`config.mk`:
```
export PLATFORM = sky130hd
export DESIGN_NAME = attr_reg_arbiter
export DESIGN_NICKNAME = d
export VERILOG_FILES = /design/src/rtl/arb_pkg.sv /design/src/rtl/rr_pick.sv /design/src/rtl/attr_reg_arbiter.sv
export SDC_FILE = /design/constraint.sdc
export NUM_CORES = 1
export LEC_CHECK = 0
export ABC_CLOCK_PERIOD_IN_PS = 2600
export CAP_MARGIN = 20
export CORE_MARGIN = 10
export CORE_UTILIZATION = 33
export DETAILED_ROUTE_END_ITERATION = 10
export GPL_TIMING_DRIVEN = 0
export PLACE_DENSITY = 0.76
export SLEW_MARGIN = 40
export SYNTH_ARGS = -nofsm -noshare
export SYNTH_HDL_FRONTEND = slang
export SYNTH_SLANG_ARGS = --single-unit
```
`constraint.sdc`:
```
create_clock -name CLK -period 2.6 [get_ports CLK]
set_input_delay 0.52 -clock CLK [delete_from_list [all_inputs] [get_ports CLK]]
set_output_delay 0.52 -clock CLK [all_outputs]
set_load 0.03 [all_outputs]
```
`src/rtl/arb_pkg.sv`:
```
// Shared definitions for the attribute-register write arbiter: default sizing,
// the attribute-bank address bit and the write-owner encoding.
package arb_pkg;

    localparam int NREQ_DEFAULT       = 3;
    localparam int STARVE_MAX_DEFAULT = 4;
    localparam int ATTR_BANK_BIT      = 11;
    localparam int ADDR_W             = 12;
    localparam int DATA_W             = 32;

    typedef enum logic [1:0] {
        OWN_NONE = 2'd0,
        OWN_AVL  = 2'd1,
        OWN_HW   = 2'd2
    } owner_t;

endpackage

```
`src/rtl/rr_pick.sv`:
```
// Round-robin picker: finds the first set request after the last granted index,
// wrapping modulo NREQ. Purely combinational.
module rr_pick
    import arb_pkg::*;
#(
    parameter int NREQ = NREQ_DEFAULT,
    parameter int IDXW = (NREQ > 1) ? $clog2(NREQ) : 1
) (
    input  logic [NREQ-1:0] req_i,
    input  logic [IDXW-1:0] last_i,
    output logic [NREQ-1:0] gnt_o,
    output logic [IDXW-1:0] idx_o
);

    logic            found;
    logic [IDXW-1:0] cand;

    always_comb begin
        // NOTE: every variable gets a default before the search, so no path can infer a latch.
        gnt_o = '0;
        idx_o = '0;
        found = 1'b0;
        cand  = '0;
        for (int i = 1; i <= NREQ; i++) begin
            cand = IDXW'((int'(last_i) + i) % NREQ);
            if (!found && req_i[cand]) begin
                found       = 1'b1;
                gnt_o[cand] = 1'b1;
                idx_o       = cand;
            end
        end
    end

endmodule

```
`src/rtl/attr_reg_arbiter.sv`:
```
// Arbitrates attribute-bank writes between the Avalon slave port and NREQ hardware
// requesters, with a starvation limit on Avalon and a registered write port.
module attr_reg_arbiter
    import arb_pkg::*;
#(
    parameter int NREQ       = NREQ_DEFAULT,
    parameter int STARVE_MAX = STARVE_MAX_DEFAULT
) (
    input  logic                         CLK,
    input  logic                         RESET,
    input  logic                         AVL_CS,
    input  logic                         AVL_WRITE,
    input  logic [ADDR_W-1:0]            AVL_ADDR,
    input  logic [DATA_W-1:0]            AVL_WRITEDATA,
    output logic                         AVL_WAITREQUEST,
    input  logic [NREQ-1:0]              hw_req,
    input  logic [NREQ-1:0][ADDR_W-1:0]  hw_addr,
    input  logic [NREQ-1:0][DATA_W-1:0]  hw_data,
    output logic [NREQ-1:0]              hw_gnt,
    output logic                         reg_we,
    output logic [ADDR_W-1:0]            reg_addr,
    output logic [DATA_W-1:0]            reg_wdata,
    output logic [1:0]                   owner,
    output logic                         err_sticky
);

    localparam int IDXW = (NREQ > 1) ? $clog2(NREQ) : 1;

    logic              avl_valid, any_hw, hw_win, avl_win;
    logic [NREQ-1:0]   pick_gnt;
    logic [IDXW-1:0]   pick_idx;
    logic [ADDR_W-1:0] sel_addr;
    logic [DATA_W-1:0] sel_data;

    logic [2:0]        starve_q, starve_d;
    logic [IDXW-1:0]   last_hw_q, last_hw_d;
    logic              reg_we_q, reg_we_d;
    logic [ADDR_W-1:0] reg_addr_q, reg_addr_d;
    logic [DATA_W-1:0] reg_wdata_q, reg_wdata_d;
    owner_t            owner_q, owner_d;
    logic              err_q, err_d;

    rr_pick #(.NREQ(NREQ), .IDXW(IDXW)) u_rr_pick (
        .req_i  (hw_req),
        .last_i (last_hw_q),
        .gnt_o  (pick_gnt),
        .idx_o  (pick_idx)
    );

    // Grants are gated by RESET so nothing is accepted while reset is held.
    always_comb begin
        avl_valid       = AVL_CS & AVL_WRITE & AVL_ADDR[ATTR_BANK_BIT];
        any_hw          = |hw_req;
        hw_win          = RESET & any_hw & (~avl_valid | (starve_q == 3'(STARVE_MAX)));
        avl_win         = RESET & avl_valid & ~hw_win;
        hw_gnt          = hw_win ? pick_gnt : '0;
        AVL_WAITREQUEST = RESET & avl_valid & ~avl_win;

        sel_addr = '0;
        sel_data = '0;
        for (int i = 0; i < NREQ; i++) begin
            if (pick_gnt[i]) begin
                sel_addr = sel_addr | hw_addr[i];
                sel_data = sel_data | hw_data[i];
            end
        end
    end

    always_comb begin
        starve_d    = starve_q;
        last_hw_d   = last_hw_q;
        reg_we_d    = 1'b0;
        reg_addr_d  = reg_addr_q;
        reg_wdata_d = reg_wdata_q;
        owner_d     = OWN_NONE;
        err_d       = err_q;

        if (!any_hw || hw_win) begin
            starve_d = '0;
        end else if (avl_win && starve_q != 3'(STARVE_MAX)) begin
            starve_d = starve_q + 3'd1;
        end

        if (avl_win) begin
            reg_we_d    = 1'b1;
            reg_addr_d  = AVL_ADDR;
            reg_wdata_d = AVL_WRITEDATA;
            owner_d     = OWN_AVL;
        end else if (hw_win) begin
            last_hw_d = pick_idx;
            // A misdirected hardware write is consumed but never reaches the bank.
            if (sel_addr[ATTR_BANK_BIT]) begin
                reg_we_d    = 1'b1;
                reg_addr_d  = sel_addr;
                reg_wdata_d = sel_data;
                owner_d     = OWN_HW;
            end else begin
                err_d = 1'b1;
            end
        end
    end

    always_ff @(posedge CLK or negedge RESET) begin
        // NOTE: state is updated with non-blocking assignments so every register sees pre-edge values.
        if (!RESET) begin
            starve_q    <= '0;
            last_hw_q   <= IDXW'(NREQ - 1);
            reg_we_q    <= 1'b0;
            reg_addr_q  <= '0;
            reg_wdata_q <= '0;
            owner_q     <= OWN_NONE;
            err_q       <= 1'b0;
        end else begin
            starve_q    <= starve_d;
            last_hw_q   <= last_hw_d;
            reg_we_q    <= reg_we_d;
            reg_addr_q  <= reg_addr_d;
            reg_wdata_q <= reg_wdata_d;
            owner_q     <= owner_d;
            err_q       <= err_d;
        end
    end

    assign reg_we     = reg_we_q;
    assign reg_addr   = reg_addr_q;
    assign reg_wdata  = reg_wdata_q;
    assign owner      = owner_q;
    assign err_sticky = err_q;

endmodule

```
==> impl_metrics.csv <==
group,metric,value,unit
worst_setup_path,required,2790,ps
outcome,violations,"negative setup slack",
place,hpwl,13.06,mm
finish,finish.net_count,793,
pwr,p_int,4.024,mW
place,gp_congestion,0.8452,
global_routing,track_usage,21.70,%
floorplan,core.rowCount,37,
timing,setup_ws,-254.2,ps
detailed_routing,drt-initial-drc-count,607,
detailed_routing,drcViolationCount,0,
yosys,async_flop_share,100.0,%
worst_setup_path,crit_arrival,3040,ps
pwr,powerDensity,1102,nW/um^2
place,port_buffers,234,
clocking,clockRootBuffer,"clkbuf_8",
worst_setup_path,r2r_slack,-250,ps
pwr,peakVddDrop,502.9,uV
worst_setup_path,cp_top_family,"compound AO/OA/AOI/OAI gates",
worst_setup_path,start_kind,"flip-flop",
timing,slew_headroom,67.10,%
floorplan,dieArea,15200,sq um
flow_run,cap_violations,0,
global_routing,grt_max_degree,34,
timing,finalSetupViolCount,48,
timing,finalClockSkew,6.359,ps
pwr,p_comb_share,74.3,%
worst_setup_path,critical_path_class,"reg -> reg",
floorplan,die_w,123.3,microns
yosys,synth_seq_cells,53,
clocking,clk_latency,300,ps
clocking,cts_sinks,53,
clocking,clk_pin_slew,100,ps
timing,finalCritPeriodShare,109.8,%
worst_setup_path,rr_startpoint,"last_hw_q[0]",
clocking,htree_levels,2,
timing,rsz0062_at_grt,"true",
clocking,cts_buffers,5,
worst_setup_path,end_kind,"flip-flop",
floorplan,core,10370,sq um
pwr,switching_share,44.99,%
worst_setup_path,path_buf_inv,5,
finish,final_common_cell,"clkdlybuf4s50_1",
finish,ff_latch_area,1329,sq um
finish,final_cell_mix,"226 x clkdlybuf4s50_1, 51 x dfrtp_1, 44 x a221o_1",
yosys,ys_warn_count,0,
pwr,p_sw,3.290,mW
detailed_routing,wl_per_cell,23.96,microns
pwr,p_leak,2.526,nW
worst_setup_path,startpoint,"last_hw_q[0]",
worst_setup_path,reg2reg_to,"reg_addr[4]",
finish,syn_to_final_growth,88.59,%
yosys,syn_nets,526,
finish,fin_cells,741,
worst_setup_path,slowest_delay,480,ps
pwr,clkPwrFrac,7.1,%
global_routing,grt_pass1_wl,26.05,mm
yosys,syn_inst,337,
yosys,synth-edff-count,0,
detailed_routing,num_vias,4446,
yosys,synth_top_area_cell,"dfrtp_1",
detailed_routing,detail-route-antenna-nets,0,
global_routing,antenna_found_initial,0,
yosys,synth.avg_cell_area,10.44,sq um
finish,nFillCells,874,
yosys,syn_area,3520,sq um
detailed_routing,viasPerCell,6.000,
timing,whs,66.33,ps
finish,antenna_cells,0,
yosys,ys_types,44,
outcome,status,"finished with violations",
global_routing,grt_overflow,0,
worst_setup_path,path_max_fanout,6,
worst_setup_path,cpMaxStageDelayCell,"dfrtp_2",
detailed_routing,totalWireLength,17.75,mm
timing,hold_viol_final,0,
timing,tightest_slew,493.5,ps
pwr,pwr-share-seq,18.6,%
finish,multi_input_area,2156,sq um
floorplan,pin_count,235,
timing,min_period,2854,ps
floorplan,die_y,123.3,microns
clocking,cts_tree,"yes",
floorplan,start_util,33.94,%
detailed_routing,drtPass1Iterations,9,
yosys,netlist.area_leader.share,36.97,%
place,dp.cells,708,
timing,maxSlewViolCount,0,
clocking,clock_path_buffers,2,
worst_setup_path,critical_path.cell_chain,"inv_2, ha_4, mux2i_4, o31a_1, a21oi_4, buf_6, a22oi_2, a21oi_4, buf_12, buf_8, buf_6, a21boi_2, a221o_1",
hold_path,hp-class,"in -> async",
worst_setup_path,worstRegToRegCells,13,
finish,drive_above_1_share,17.19,%
global_routing,grt_pass1_vias,4603,
yosys,synthFlopType,"dfrtp_1",
timing,fmax,350.4,MHz
yosys,ys_seq_area_share,37.72,%
yosys,yosys-top-cells-area,"dfrtp_1 37%, a221o_1 13%, a222oi_1 12%",
[cells in the mapped netlist (all sizes together) (2+ instances only)]
library cell,n
a21boi,44
a21oi,6
a221o,44
a222oi,43
a22oi,44
and2,6
buf,6
clkbuf,30
dfrtp,52
ha,6
inv,9
mux2i,3
nand2,4
nand2b,3
nand3,2
nand3b,2
nor2,8
nor3,2
o21ai,6
[what timing repair did]
item | CTS | global route
setup buffers | 14 | 8
hold buffers | 0 | 0
cloned | 6 | 0
pin swaps | 14 | 20
setup endpoints to repair | 51 | 50
gates resized for setup | 110 | 29
[power by group through the flow]
| stage | Clock [mW] | Sequential, mW | Combinational [mW] |
|---|---|---|---|
| finish | 0.523 | 1.36 | 5.43 |
| global route | 0.569 | 1.39 | 5.76 |
| CTS | 0.537 | 1.35 | 5.23 |
| detailed placement | 0 | 1.34 | 4.43 |
| global placement | 0 | 1.34 | 4.33 |
| floorplan | 0 | 1.91 | 2.21 |
[metal layers]
layer	track usage [%]	routed length (microns)	up-vias
met5	0	0	-
met4	6.041	419	0
met3	6.700	1685	27
met2	37.58	8997	261
met1	25.35	6649	2151
li1	-	-	2007
[cells by family (layout without fill, tap and decap cells)]
group | Yosys count | count (layout) | synth area share [%]
compound gates | 196 | 196 | 48.21
xor+xnor | 2 | 2 | 0.4978
fa+ha+maj | 6 | 6 | 2.133
buf+inv | 45 | 312 | 5.723
flops | 53 | 53 | 37.72
mux | 3 | 3 | 0.8532
simple gates | 32 | 33 | 4.871
[cell type report]
class	instances	share of cell area, %
clock inverters	1	0.07540
multi-input cells	240	32.48
repair buffers	260	39.17
well taps	136	2.564
flip-flops and latches	53	20.02
clock buffers	7	1.451
plain buffers	35	3.732
inverters	9	0.5090
[through the flow]
stage               worst slack (ps)  utilization, %  setup TNS (ps)  area (sq um)  total power [mW]
floorplan                      17.44               -               0          3521             4.118
global placement               -2960           58.18         -197840          6033             5.676
detailed placement             -1174           58.40          -34740          6056             5.779
CTS                           -146.2           63.27           -4834          6561             7.122
global route                  -311.5           64.01          -12150          6638             7.725
finish                        -254.2           64.01           -8517          6638             7.314
[worst reg2reg max path, stage by stage, from the launching register on]
cell	delay (ps)
dfrtp_2	480
inv_2	110
ha_4	190
mux2i_4	310
o31a_1	230
a21oi_4	80
buf_6	150
a22oi_2	260
a21oi_4	90
buf_12	150
buf_8	130
buf_6	130
a21boi_2	150
a221o_1	280
[state kept, by name (all words and copies together), names as in the netlist]
signal	flops
err_sticky	1
last_hw_q	2
owner	2
reg_addr	12
reg_wdata	32
reg_we	1
starve_q	3
[worst max-delay path by stage]
stage / to / slack [ps] / cells past startpoint
6_report: reg_addr[4] / -250 / 13
5_1_grt: reg_addr[4] / -310 / 12
4_1_cts: reg_addr[7] / -150 / 13
3_5_place_dp: hw_gnt[1] / -1170 / 7
3_3_place_gp: hw_gnt[0] / -2960 / 5
2_1_floorplan: hw_gnt[0] / 20 / 6
Power figures use the tool's default switching activity.
